File: src/rtl/keypad_pkg.sv
// rtl/keypad_pkg.sv - shared types, constants and helpers for the keypad scanner
package keypad_pkg;

  typedef enum logic [1:0] {SCAN, DEBOUNCE, HELD} kp_state_e;

  localparam int KP_ROWS = 4;
  localparam int KP_COLS = 4;
  localparam logic [KP_COLS-1:0] KP_COL_RESET = 4'b1110;

  // Index of the lowest-numbered zero bit; only meaningful when one exists.
  function automatic logic [1:0] low_index(input logic [KP_ROWS-1:0] v);
    logic [1:0] idx;
    idx = 2'd0;
    for (int i = KP_ROWS - 1; i >= 0; i--) begin
      if (!v[i]) idx = 2'(i);
    end
    return idx;
  endfunction

  function automatic logic single_low(input logic [KP_ROWS-1:0] v);
    int zeros;
    zeros = 0;
    for (int i = 0; i < KP_ROWS; i++) begin
      if (!v[i]) zeros++;
    end
    return zeros == 1;
  endfunction

endpackage

File: src/rtl/keypad_scanner_if.sv
// rtl/keypad_scanner_if.sv - keypad matrix and key-report signals of the scanner
interface keypad_scanner_if;
  import keypad_pkg::*;

  logic [KP_ROWS-1:0] row_in;
  logic               clear;
  logic [KP_COLS-1:0] col_out;
  logic [3:0]         key_code;
  logic               key_valid;
  logic               key_held;
  logic [31:0]        entry;

  modport master (
    input  row_in, clear,
    output col_out, key_code, key_valid, key_held, entry
  );

  modport slave (
    output row_in, clear,
    input  col_out, key_code, key_valid, key_held, entry
  );

endinterface

File: src/rtl/sync_2ff.sv
// rtl/sync_2ff.sv - two-flop synchronizer, resets to all-ones (idle level of pulled-up inputs)
module sync_2ff #(
  parameter int WIDTH = 1
) (
  input  logic             clk,
  input  logic             rst_n,
  input  logic [WIDTH-1:0] d,
  output logic [WIDTH-1:0] q
);

  logic [WIDTH-1:0] meta_q;
  logic [WIDTH-1:0] sync_q;

  always_ff @(posedge clk or negedge rst_n) begin
    if (!rst_n) begin
      meta_q <= '1;
      sync_q <= '1;
    end else begin
      meta_q <= d;
      sync_q <= meta_q;
    end
  end

  assign q = sync_q;

endmodule

File: src/rtl/keypad_scanner.sv
// rtl/keypad_scanner.sv - 4x4 keypad column scanner with debounce and hex entry register
module keypad_scanner
  import keypad_pkg::*;
#(
  parameter int SCAN_DIV       = 1000,
  parameter int DEBOUNCE_SCANS = 4
) (
  input  logic               clk,
  input  logic               rst_n,
  keypad_scanner_if.master   kp
);

  localparam int PW = (SCAN_DIV > 1) ? $clog2(SCAN_DIV) : 1;
  localparam int CW = $clog2(DEBOUNCE_SCANS + 1);
  localparam logic [PW-1:0] PS_LAST  = PW'(SCAN_DIV - 1);
  localparam logic [CW-1:0] CNT_DONE = CW'(DEBOUNCE_SCANS);

  logic [KP_ROWS-1:0] rows_s;
  logic               tick;

  kp_state_e          state_q,     state_d;
  logic [PW-1:0]      presc_q,     presc_d;
  logic [KP_COLS-1:0] col_q,       col_d;
  logic [1:0]         row_q,       row_d;
  logic [KP_ROWS-1:0] pat_q,       pat_d;
  logic [CW-1:0]      match_q,     match_d;
  logic [CW-1:0]      rel_q,       rel_d;
  logic [3:0]         key_code_q,  key_code_d;
  logic               key_valid_q, key_valid_d;
  logic               key_held_q,  key_held_d;
  logic [31:0]        entry_q,     entry_d;

  logic [KP_COLS-1:0] col_next;
  logic [1:0]         col_idx;
  logic [CW-1:0]      match_inc;
  logic [CW-1:0]      rel_inc;
  logic [3:0]         code_now;

  sync_2ff #(.WIDTH(KP_ROWS)) u_row_sync (
    .clk   (clk),
    .rst_n (rst_n),
    .d     (kp.row_in),
    .q     (rows_s)
  );

  assign tick      = (presc_q == PS_LAST);
  assign col_next  = {col_q[KP_COLS-2:0], col_q[KP_COLS-1]};
  assign col_idx   = low_index(col_q);
  assign match_inc = match_q + 1'b1;
  assign rel_inc   = rel_q + 1'b1;
  assign code_now  = {row_q, col_idx};

  always_comb begin
    state_d     = state_q;
    presc_d     = tick ? '0 : presc_q + 1'b1;
    col_d       = col_q;
    row_d       = row_q;
    pat_d       = pat_q;
    match_d     = match_q;
    rel_d       = rel_q;
    key_code_d  = key_code_q;
    key_valid_d = 1'b0;
    key_held_d  = key_held_q;
    entry_d     = entry_q;

    case (state_q)
      SCAN: begin
        if (tick) begin
          if (single_low(rows_s)) begin
            row_d   = low_index(rows_s);
            pat_d   = rows_s;
            match_d = CW'(1);
            state_d = DEBOUNCE;
          end else begin
            col_d = col_next;
          end
        end
      end
      DEBOUNCE: begin
        if (tick) begin
          if (rows_s == pat_q) begin
            match_d = match_inc;
            if (match_inc == CNT_DONE) begin
              key_code_d  = code_now;
              key_valid_d = 1'b1;
              key_held_d  = 1'b1;
              entry_d     = {entry_q[27:0], code_now};
              rel_d       = '0;
              state_d     = HELD;
            end
          end else begin
            col_d   = col_next;
            state_d = SCAN;
          end
        end
      end
      HELD: begin
        // Column stays frozen, so keys in other columns cannot disturb the release count.
        if (tick) begin
          if (rows_s == '1) begin
            if (rel_inc == CNT_DONE) begin
              rel_d      = '0;
              key_held_d = 1'b0;
              col_d      = col_next;
              state_d    = SCAN;
            end else begin
              rel_d = rel_inc;
            end
          end else begin
            rel_d = '0;
          end
        end
      end
      default: begin
        state_d = SCAN;
      end
    endcase

    if (kp.clear) entry_d = '0;
  end

  always_ff @(posedge clk or negedge rst_n) begin
    if (!rst_n) begin
      state_q     <= SCAN;
      presc_q     <= '0;
      col_q       <= KP_COL_RESET;
      row_q       <= '0;
      pat_q       <= '1;
      match_q     <= '0;
      rel_q       <= '0;
      key_code_q  <= '0;
      key_valid_q <= 1'b0;
      key_held_q  <= 1'b0;
      entry_q     <= '0;
    end else begin
      state_q     <= state_d;
      presc_q     <= presc_d;
      col_q       <= col_d;
      row_q       <= row_d;
      pat_q       <= pat_d;
      match_q     <= match_d;
      rel_q       <= rel_d;
      key_code_q  <= key_code_d;
      key_valid_q <= key_valid_d;
      key_held_q  <= key_held_d;
      entry_q     <= entry_d;
    end
  end

  assign kp.col_out   = col_q;
  assign kp.key_code  = key_code_q;
  assign kp.key_valid = key_valid_q;
  assign kp.key_held  = key_held_q;
  assign kp.entry     = entry_q;

endmodule

File: src/flat_wrapper.sv
// flat-port wrapper written by rule: the top's interface ports become plain ports
module keypad_scanner_flat import keypad_pkg::*;
#(
  parameter int SCAN_DIV       = 1000,
  parameter int DEBOUNCE_SCANS = 4
)
  (clk, rst_n, kp_row_in, kp_clear, kp_col_out, kp_key_code, kp_key_valid, kp_key_held, kp_entry);
  keypad_scanner_if kp_i ();
  input  logic clk;
  input  logic rst_n;
  input wire logic [$bits(kp_i.row_in)-1:0] kp_row_in;
  input wire logic [$bits(kp_i.clear)-1:0] kp_clear;
  output wire logic [$bits(kp_i.col_out)-1:0] kp_col_out;
  output wire logic [$bits(kp_i.key_code)-1:0] kp_key_code;
  output wire logic [$bits(kp_i.key_valid)-1:0] kp_key_valid;
  output wire logic [$bits(kp_i.key_held)-1:0] kp_key_held;
  output wire logic [$bits(kp_i.entry)-1:0] kp_entry;
  assign kp_i.row_in = kp_row_in;
  assign kp_i.clear = kp_clear;
  assign kp_col_out = kp_i.col_out;
  assign kp_key_code = kp_i.key_code;
  assign kp_key_valid = kp_i.key_valid;
  assign kp_key_held = kp_i.key_held;
  assign kp_entry = kp_i.entry;
  keypad_scanner #(.SCAN_DIV(SCAN_DIV), .DEBOUNCE_SCANS(DEBOUNCE_SCANS)) u_core (.clk(clk), .rst_n(rst_n), .kp(kp_i));
endmodule
File: config.mk
export PLATFORM = sky130hd
export DESIGN_NAME = keypad_scanner_flat
export DESIGN_NICKNAME = d
export VERILOG_FILES = /design/src/rtl/keypad_pkg.sv /design/src/rtl/keypad_scanner_if.sv /design/src/rtl/sync_2ff.sv /design/src/rtl/keypad_scanner.sv /design/src/flat_wrapper.sv
export SDC_FILE = /design/constraint.sdc
export NUM_CORES = 1
export LEC_CHECK = 0
export CORE_MARGIN = 4
export CORE_UTILIZATION = 30
export CTS_CLUSTER_DIAMETER = 50
export DETAILED_ROUTE_END_ITERATION = 7
export RECOVER_POWER = 25
export SLEW_MARGIN = 20
export SYNTH_ARGS = -nofsm -noshare
export SYNTH_HDL_FRONTEND = slang
export SYNTH_SLANG_ARGS = --single-unit
File: constraint.sdc
create_clock -name clk -period 8.3 [get_ports clk]
set_clock_uncertainty 0.15 [all_clocks]
set_input_delay 1.245 -clock clk [delete_from_list [all_inputs] [get_ports clk]]
set_output_delay 1.245 -clock clk [all_outputs]
set_load 0.05 [all_outputs]
==> out/metrics.csv, run 1 <==
stage;metric;value;unit
outcome;status;complete, but fails checks;
outcome;failed_checks;max-capacitance violations, max-slew violations;
synthesis;synth-compound-area-share;0.0629;
critical_path;crit_path_cell_trace;buf_2, clkbuf_1;
synthesis;synth_top_family_by_area;multiplexers;
critical_path;worstSetupEndpointType;asynchronous set/reset pin;
pwr;irDropWorstVdd;0.0000909;V
synthesis;synth_warnings;0;
floorplanning;rows;38;
final_layout;flow.area_growth_from_synthesis;22.4;%
floorplanning;core;0.0109;mm^2
final_layout;register_area;0.00187;mm^2
global_route;total_grt_overflow;0;
synthesis;synth-seq-area-share;0.560;
critical_path;worst_path_dominant_cell_family;buffers and inverters;
synthesis;syn-num-nets;296;
synthesis;synth_top_cell_area_share;0.442;
critical_path;worst-path-stages;2;
synthesis;postSynthAreaPerCell;11.9;um^2
clock_tree;cts.path.max_buffers;2;
global_route;global_route.usage.met1;0.138;
sta;finalWorstPathRequiredPeriod;4.63;ns
drt;routed_wirelength;6280;um
drt;drt_pass1_iterations;4;
synthesis;post_synth_inst_count;281;
sta;slew-limit-headroom;-1.56;
critical_path;worstPathMaxFanout;74;
pwr;lkg_pwr;1.70;nW
clock_tree;cts.root.buffer_cell;clkbuf_8;
global_route;first_pass_grt_wire_length;11000;um
worst_hold_path;min_from;u_core.u_row_sync.meta_q[2];
placed_design;dpl.hpwl;4240;um
pwr;power-per-cell-area;160;mW/mm^2
synthesis;synth_xor_xnor_area_share;0.0367;
floorplanning;die_height;114;um
synthesis;synth.distinct_cells;40;
synthesis;synth-simple-area-share;0.126;
synthesis;post_synth_fa_ha_maj_area_fraction;0.0300;
sta;final.period_utilization;0.558;
sta;tightestPinTransition;3.84;ns
drt;antenna_violating_nets_post_route;0;
synthesis;synthesis.area;0.00334;mm^2
clock_tree;post_cts_buffers;0;
placed_design;placedCellCount;461;
final_layout;drive_above_1_share;0.149;
sta;slew_violations;75;
worst_hold_path;hold-path-cell-count;0;
sta;max_freq;216;MHz
critical_path;worst_reg_to_reg_cells;8;
run;cap_viol_max_count;1;
global_route;global_route.usage.total;0.106;
sta;timing.setup.tns;0;ns
final_layout;n_antenna_cell;0;
synthesis;synth_mux_area_frac;0.140;
final_layout;design.final.nets;347;
critical_path;cp_data_arrival_time;4.05;ns
floorplanning;die-area;0.0129;mm^2
sta;rsz_0062_raised_after_global_routing;no;
global_route;largest_net_degree_at_the_start_of_global_routing;75;
synthesis;synth_ff_type;dfrtp_1;
drt;routedWlPerCell;13.2;um
clock_tree;post_cts_resized;0;
sta;finalSetupViolations;0;
synthesis;synth-edff-count;0;
synthesis;yosys_register_bits;74;
critical_path;setup.worst_path.start;rst_n;
clock_tree;clk_transition_reported_paths;0.07;ns
floorplanning;top_level_ports;49;
sta;final_hold_viol_count;0;
final_layout;layout.filler_cells;1058;
floorplanning;initial_utilization;0.307;
worst_hold_path;hold-path-endpoint;u_core.u_row_sync.q[2];
clock_tree;h-tree-depth;3;
synthesis;synth_top_area_cell;dfrtp_1;
global_route;grt_use_met3;0.0361;
drt;initialDrtViolationCount;103;
global_route;number_of_antenna_violations_at_the_first_check_in_global_routing;0;
clock_tree;cts_buffers;9;
worst_hold_path;hold_path.class;reg -> reg;
critical_path;cpPeakStageDelay;2.68;ns
critical_path;crit-reg2reg-launch;u_core.u_row_sync.q[0];
critical_path;crit_required;7.72;ns
critical_path;cp_num_buf_inv;2;
global_route;grt.busiest_layer;met2;
critical_path;critical_path.slowest_cell;clkbuf_1;
synthesis;netlist_top_cells_area;dfrtp_1 44%, dfstp_2 12%, mux2i_1 9.6%, nor2_1 4.7%, mux2_2 4.4%;
critical_path;reg2reg_slack;5.25;ns
global_route;grt_use_met2;0.165;
final_layout;post_layout_nonfiller_instances;476;
global_route;grt_pass1_vias;2181;
placed_design;number_of_port_buffers;48;
sta;whs;0.207;ns
floorplanning;die_w;114;um
clock_tree;hold_buffers;0;
critical_path;critical_path_class;in -> async;
clock_tree;tritoncts;done;
clock_tree;cts.sinks;74;
synthesis;async_flop_share;1.00;
drt;vias_per_cell;4.64;
critical_path;r2r_end;u_core.match_q[0];
critical_path;sort_of_element_at_the_start_of_the_critical_path;primary input;
drt;num_vias;2210;
final_layout;area_used_by_multi_input_combinational_logic;0.00133;mm^2
drt;remaining_drc_errors;0;
placed_design;gp_congestion;0.742;
clock_tree;clkLatencyLatePin;0.35;ns
==> worst max-delay path by stage <==
stage | to | slack (ns)
4_1_cts | kp_col_out[1] | 5.13
6_report | u_core.presc_q[1] | 3.67
2_1_floorplan | u_core.match_q[0] | 5.50
5_1_grt | u_core.presc_q[1] | 2.74
3_5_place_dp | u_core.match_q[0] | 5.23
3_3_place_gp | u_core.match_q[0] | 5.37
==> sequential cells by signal (all words and copies together), names as in the netlist <==
name	cells
u_core.match_q	3
u_core.row_q	2
u_core.u_row_sync.meta_q	4
u_core.kp.col_out	4
u_core.kp.key_held	1
u_core.kp.key_valid	1
u_core.kp.entry	32
u_core.presc_q	10
u_core.kp.key_code	4
u_core.u_row_sync.q	4
u_core.pat_q	4
u_core.rel_q	3
u_core.state_q	2
==> per-stage QoR <==
step | util | instance area [um^2] | power (mW) | worst slack (ns)
finish | 0.375 | 4090 | 0.655 | 3.67
global placement | 0.360 | 3920 | 0.396 | 5.37
global route | 0.375 | 4090 | 0.686 | 2.74
detailed placement | 0.360 | 3920 | 0.397 | 5.23
floorplan | - | 3340 | 0.384 | 5.50
CTS | 0.376 | 4100 | 0.669 | 5.13
==> power by group <==
group	internal, mW	leakage, nW	switching, mW
Sequential	0.364	0.967	0.00240
Combinational	0.00723	0.648	0.0149
Clock	0.135	0.0885	0.131
==> logic make-up after synthesis <==
group	count (synthesis)
DFF	74
buffers and inverters	23
and+or+nand+nor	86
xor gates and xnor gates	14
adders and majority gates	8
muxes	45
AOI/OAI and AO/OA	31
==> cells in the mapped netlist, types with 4 or more instances <==
cell type and instances:
a21oi_1 4, clkbuf_1 6, dfrtp_1 59, dfstp_2 15, ha_1 8, inv_1 12
mux2_2 13, mux2i_1 32, nand2_1 12, nand3_1 7, nand3b_1 4, nor2_1 42
nor3_1 4, o21ai_0 12, xnor2_1 10, xor2_1 4
==> cell usage in the layout, fill, tap and decap left out, types with 9 or more instances in the layout <==
master / n
clkbuf_8: 9
clkdlybuf4s50_1: 42
dfrtp_1: 59
dfstp_2: 15
inv_1: 12
mux2_2: 13
mux2i_1: 32
nand2_1: 12
nor2_1: 42
o21ai_0: 12
xnor2_1: 10
==> cell type report <==
cell class | count | area share
inverter | 12 | 0.0110
multi-input combinational | 184 | 0.325
clock inverter | 6 | 0.0144
clock buffer | 9 | 0.0303
timing repair buffer | 51 | 0.119
tap | 140 | 0.0429
sequential | 74 | 0.458
==> layer usage <==
layer / vias to the layer above / routed length, um
met1: 1104 / 2940
li1: 1065 / -
met4: 0 / 103
met5: - / 0
met2: 31 / 2990
met3: 10 / 244
(Power assumes the default switching activity.)
==> run 2: changes to the inputs <==
- clock period: 8.3 -> 4 ns (I/O delays scaled with it)
==> run 2 against run 1 <==
Effect of this change: the flow still finishes with violations (max-capacitance violations, max-slew violations); first-iteration DRC count is 52% lower; core utilization is 0.66 points higher; routed wire length is 2.4% higher; largest power group unchanged.
==> out/metrics.csv, run 2 (synthesized netlist as in run 1, its figures left out) <==
stage;metric;value;unit;change
outcome;status;complete, but fails checks;;
outcome;failed_checks;max-capacitance violations, max-slew violations;;
run;cap_viol_max_count;1;;unchanged
floorplanning;die-area;0.0129;mm^2;unchanged
pwr;lkg_pwr;1.74;nW;+2.3%
sta;final_hold_viol_count;0;;unchanged
critical_path;sort_of_element_at_the_start_of_the_critical_path;flop;;
final_layout;n_antenna_cell;0;;unchanged
drt;antenna_violating_nets_post_route;0;;unchanged
global_route;global_route.usage.total;0.108;;+0.00168
placed_design;dpl.hpwl;4450;um;+5.0%
critical_path;cpPeakStageDelay;0.56;ns;-2.12 ns
drt;initialDrtViolationCount;49;;-52%
sta;finalSetupViolations;0;;unchanged
global_route;first_pass_grt_wire_length;11200;um;+1.5%
clock_tree;clk_transition_reported_paths;0.08;ns;about the same
sta;finalWorstPathRequiredPeriod;3.08;ns;
sta;final.period_utilization;0.770;;
critical_path;crit_path_cell_trace;inv_1, ha_1, xnor2_1, ha_1, o311ai_0, o2111ai_1, a21oi_1, mux2_2;;
clock_tree;tritoncts;done;;
final_layout;design.final.nets;348;;+0.29%
sta;rsz_0062_raised_after_global_routing;no;;
critical_path;worstPathMaxFanout;6;;-92%
placed_design;number_of_port_buffers;48;;unchanged
pwr;power;1.51;mW;+130%
global_route;number_of_antenna_violations_at_the_first_check_in_global_routing;0;;unchanged
clock_tree;post_cts_buffers;0;;unchanged
clock_tree;cts.sinks;74;;unchanged
critical_path;worst_path_dominant_cell_family;compound AO/OA/AOI/OAI gates;;
final_layout;layout.cells.most_common;dfrtp_1;;
floorplanning;top_level_ports;49;;unchanged
clock_tree;h-tree-depth;3;;unchanged
worst_hold_path;hold_path.class;reg -> reg;;
global_route;total_grt_overflow;0;;unchanged
sta;max_freq;325;MHz;
sta;slew-limit-headroom;-0.332;;+1.23
critical_path;crit_required;4.09;ns;-3.63 ns
critical_path;worstSetupEndpointType;flop;;
clock_tree;cts_buffers;9;;unchanged
final_layout;flow.area_growth_from_synthesis;24.5;%;
floorplanning;core;0.0109;mm^2;unchanged
clock_tree;cts.path.max_buffers;2;;unchanged
drt;routed_wirelength;6430;um;+2.4%
pwr;power-per-cell-area;362;mW/mm^2;+130%
clock_tree;clkLatencyLatePin;0.35;ns;about the same
drt;remaining_drc_errors;0;;unchanged
clock_tree;cts.root.buffer_cell;clkbuf_8;;
final_layout;max_reg_flops;32;;unchanged
critical_path;cp_data_arrival_time;3.17;ns;-0.88 ns
global_route;largest_net_degree_at_the_start_of_global_routing;40;;-47%
placed_design;gp_congestion;0.714;;-3.7%
clock_tree;post_cts_resized;0;;unchanged
drt;drt_pass1_iterations;5;;+1
floorplanning;die_w;114;um;unchanged
final_layout;layout.filler_cells;1081;;+2.2%
global_route;grt_pass1_vias;2285;;+4.8%
clock_tree;hold_buffers;0;;unchanged
critical_path;critical_path_class;reg -> reg;;
final_layout;drive_above_1_share;0.157;;+0.00846
drt;num_vias;2188;;-1.0%
floorplanning;rows;38;;unchanged
drt;routedWlPerCell;13.5;um;+2.2%
sta;slew_violations;40;;-47%
critical_path;timing.critical_path.mode_cell;ha_1;;
floorplanning;die_height;114;um;unchanged
sta;timing.setup.tns;0;ns;unchanged
drt;vias_per_cell;4.59;;-1.2%
critical_path;cp_num_buf_inv;1;;-1
floorplanning;initial_utilization;0.307;;unchanged
critical_path;critical_path.slowest_cell;dfstp_2;;
sta;tightestPinTransition;2.00;ns;-1.84 ns
final_layout;commonest_cells_after_routing_fill_and_taps_aside;59 x dfrtp_1, 42 x nor2_1, 42 x clkdlybuf4s50_1, 32 x mux2i_1, 15 x dfstp_2;;
pwr;irDropWorstVdd;0.000178;V;+96%
## run 2: layer usage
| metal | vias to the layer above | routed length (um) | GRT usage | part of all wire |
|---|---|---|---|---|
| met5 | - | 0 | 0 | 0 |
| met4 | 0 | 100 | 0.0393 | 0.016 |
| met3 | 11 | 250 | 0.0350 | 0.039 |
| met2 | 27 | 3170 | 0.173 | 0.49 |
| met1 | 1087 | 2910 | 0.137 | 0.45 |
| li1 | 1063 | - | - | - |
## run 2: worst paths after layout
check | endpoint | slack, ns | cells after the start | from
setup / recovery | u_core.match_q[0] | 0.92 | 8 | u_core.u_row_sync.q[0]
hold / removal | u_core.u_row_sync.q[3] | 0.21 | 0 | u_core.u_row_sync.meta_q[3]
setup reg to reg | u_core.match_q[0] | 0.92 | 8 | u_core.u_row_sync.q[0]
hold reg to reg | u_core.u_row_sync.q[3] | 0.21 | 0 | u_core.u_row_sync.meta_q[3]
max in group asynchronous | u_core.pat_q[1] | 1.77 | 2 | rst_n
min in group asynchronous | u_core.kp.entry[14] | 0.66 | 1 | rst_n
## run 2: worst register-to-register path: stages, from the launching register on
cell       delay, ns
dfstp_2         0.56
inv_1           0.07
ha_1            0.37
xnor2_1         0.15
ha_1            0.28
o311ai_0        0.41
o2111ai_1       0.24
a21oi_1         0.36
mux2_2          0.37
## run 2: final cells by class
class / instances / area, um^2 / area share
Sequential cell: 74 / 1870 / 0.450
Multi-Input combinational cell: 184 / 1330 / 0.319
Timing Repair Buffer: 52 / 499 / 0.120
Tap cell: 140 / 175 / 0.0421
Clock buffer: 10 / 138 / 0.0331
Clock inverter: 5 / 103 / 0.0247
Inverter: 12 / 45.0 / 0.0108
## run 2: stage by stage
stage	utilization	hold WS, ns	area, um^2	std cells	worst slack, ns
after global placement	0.360	0.197	3920	462	1.05
after floorplan	-	0.154	3340	281	1.20
after CTS	0.382	0.209	4160	477	0.931
final	0.382	0.207	4160	477	0.921
after global routing	0.382	0.213	4160	477	0.698
after detailed placement	0.360	0.197	3920	462	0.926
## run 2: power by group
group / switching [mW] / internal [mW]
clock: 0.271 / 0.427
combinational: 0.0312 / 0.0161
sequential: 0.00493 / 0.756
total: 0.307 / 1.20
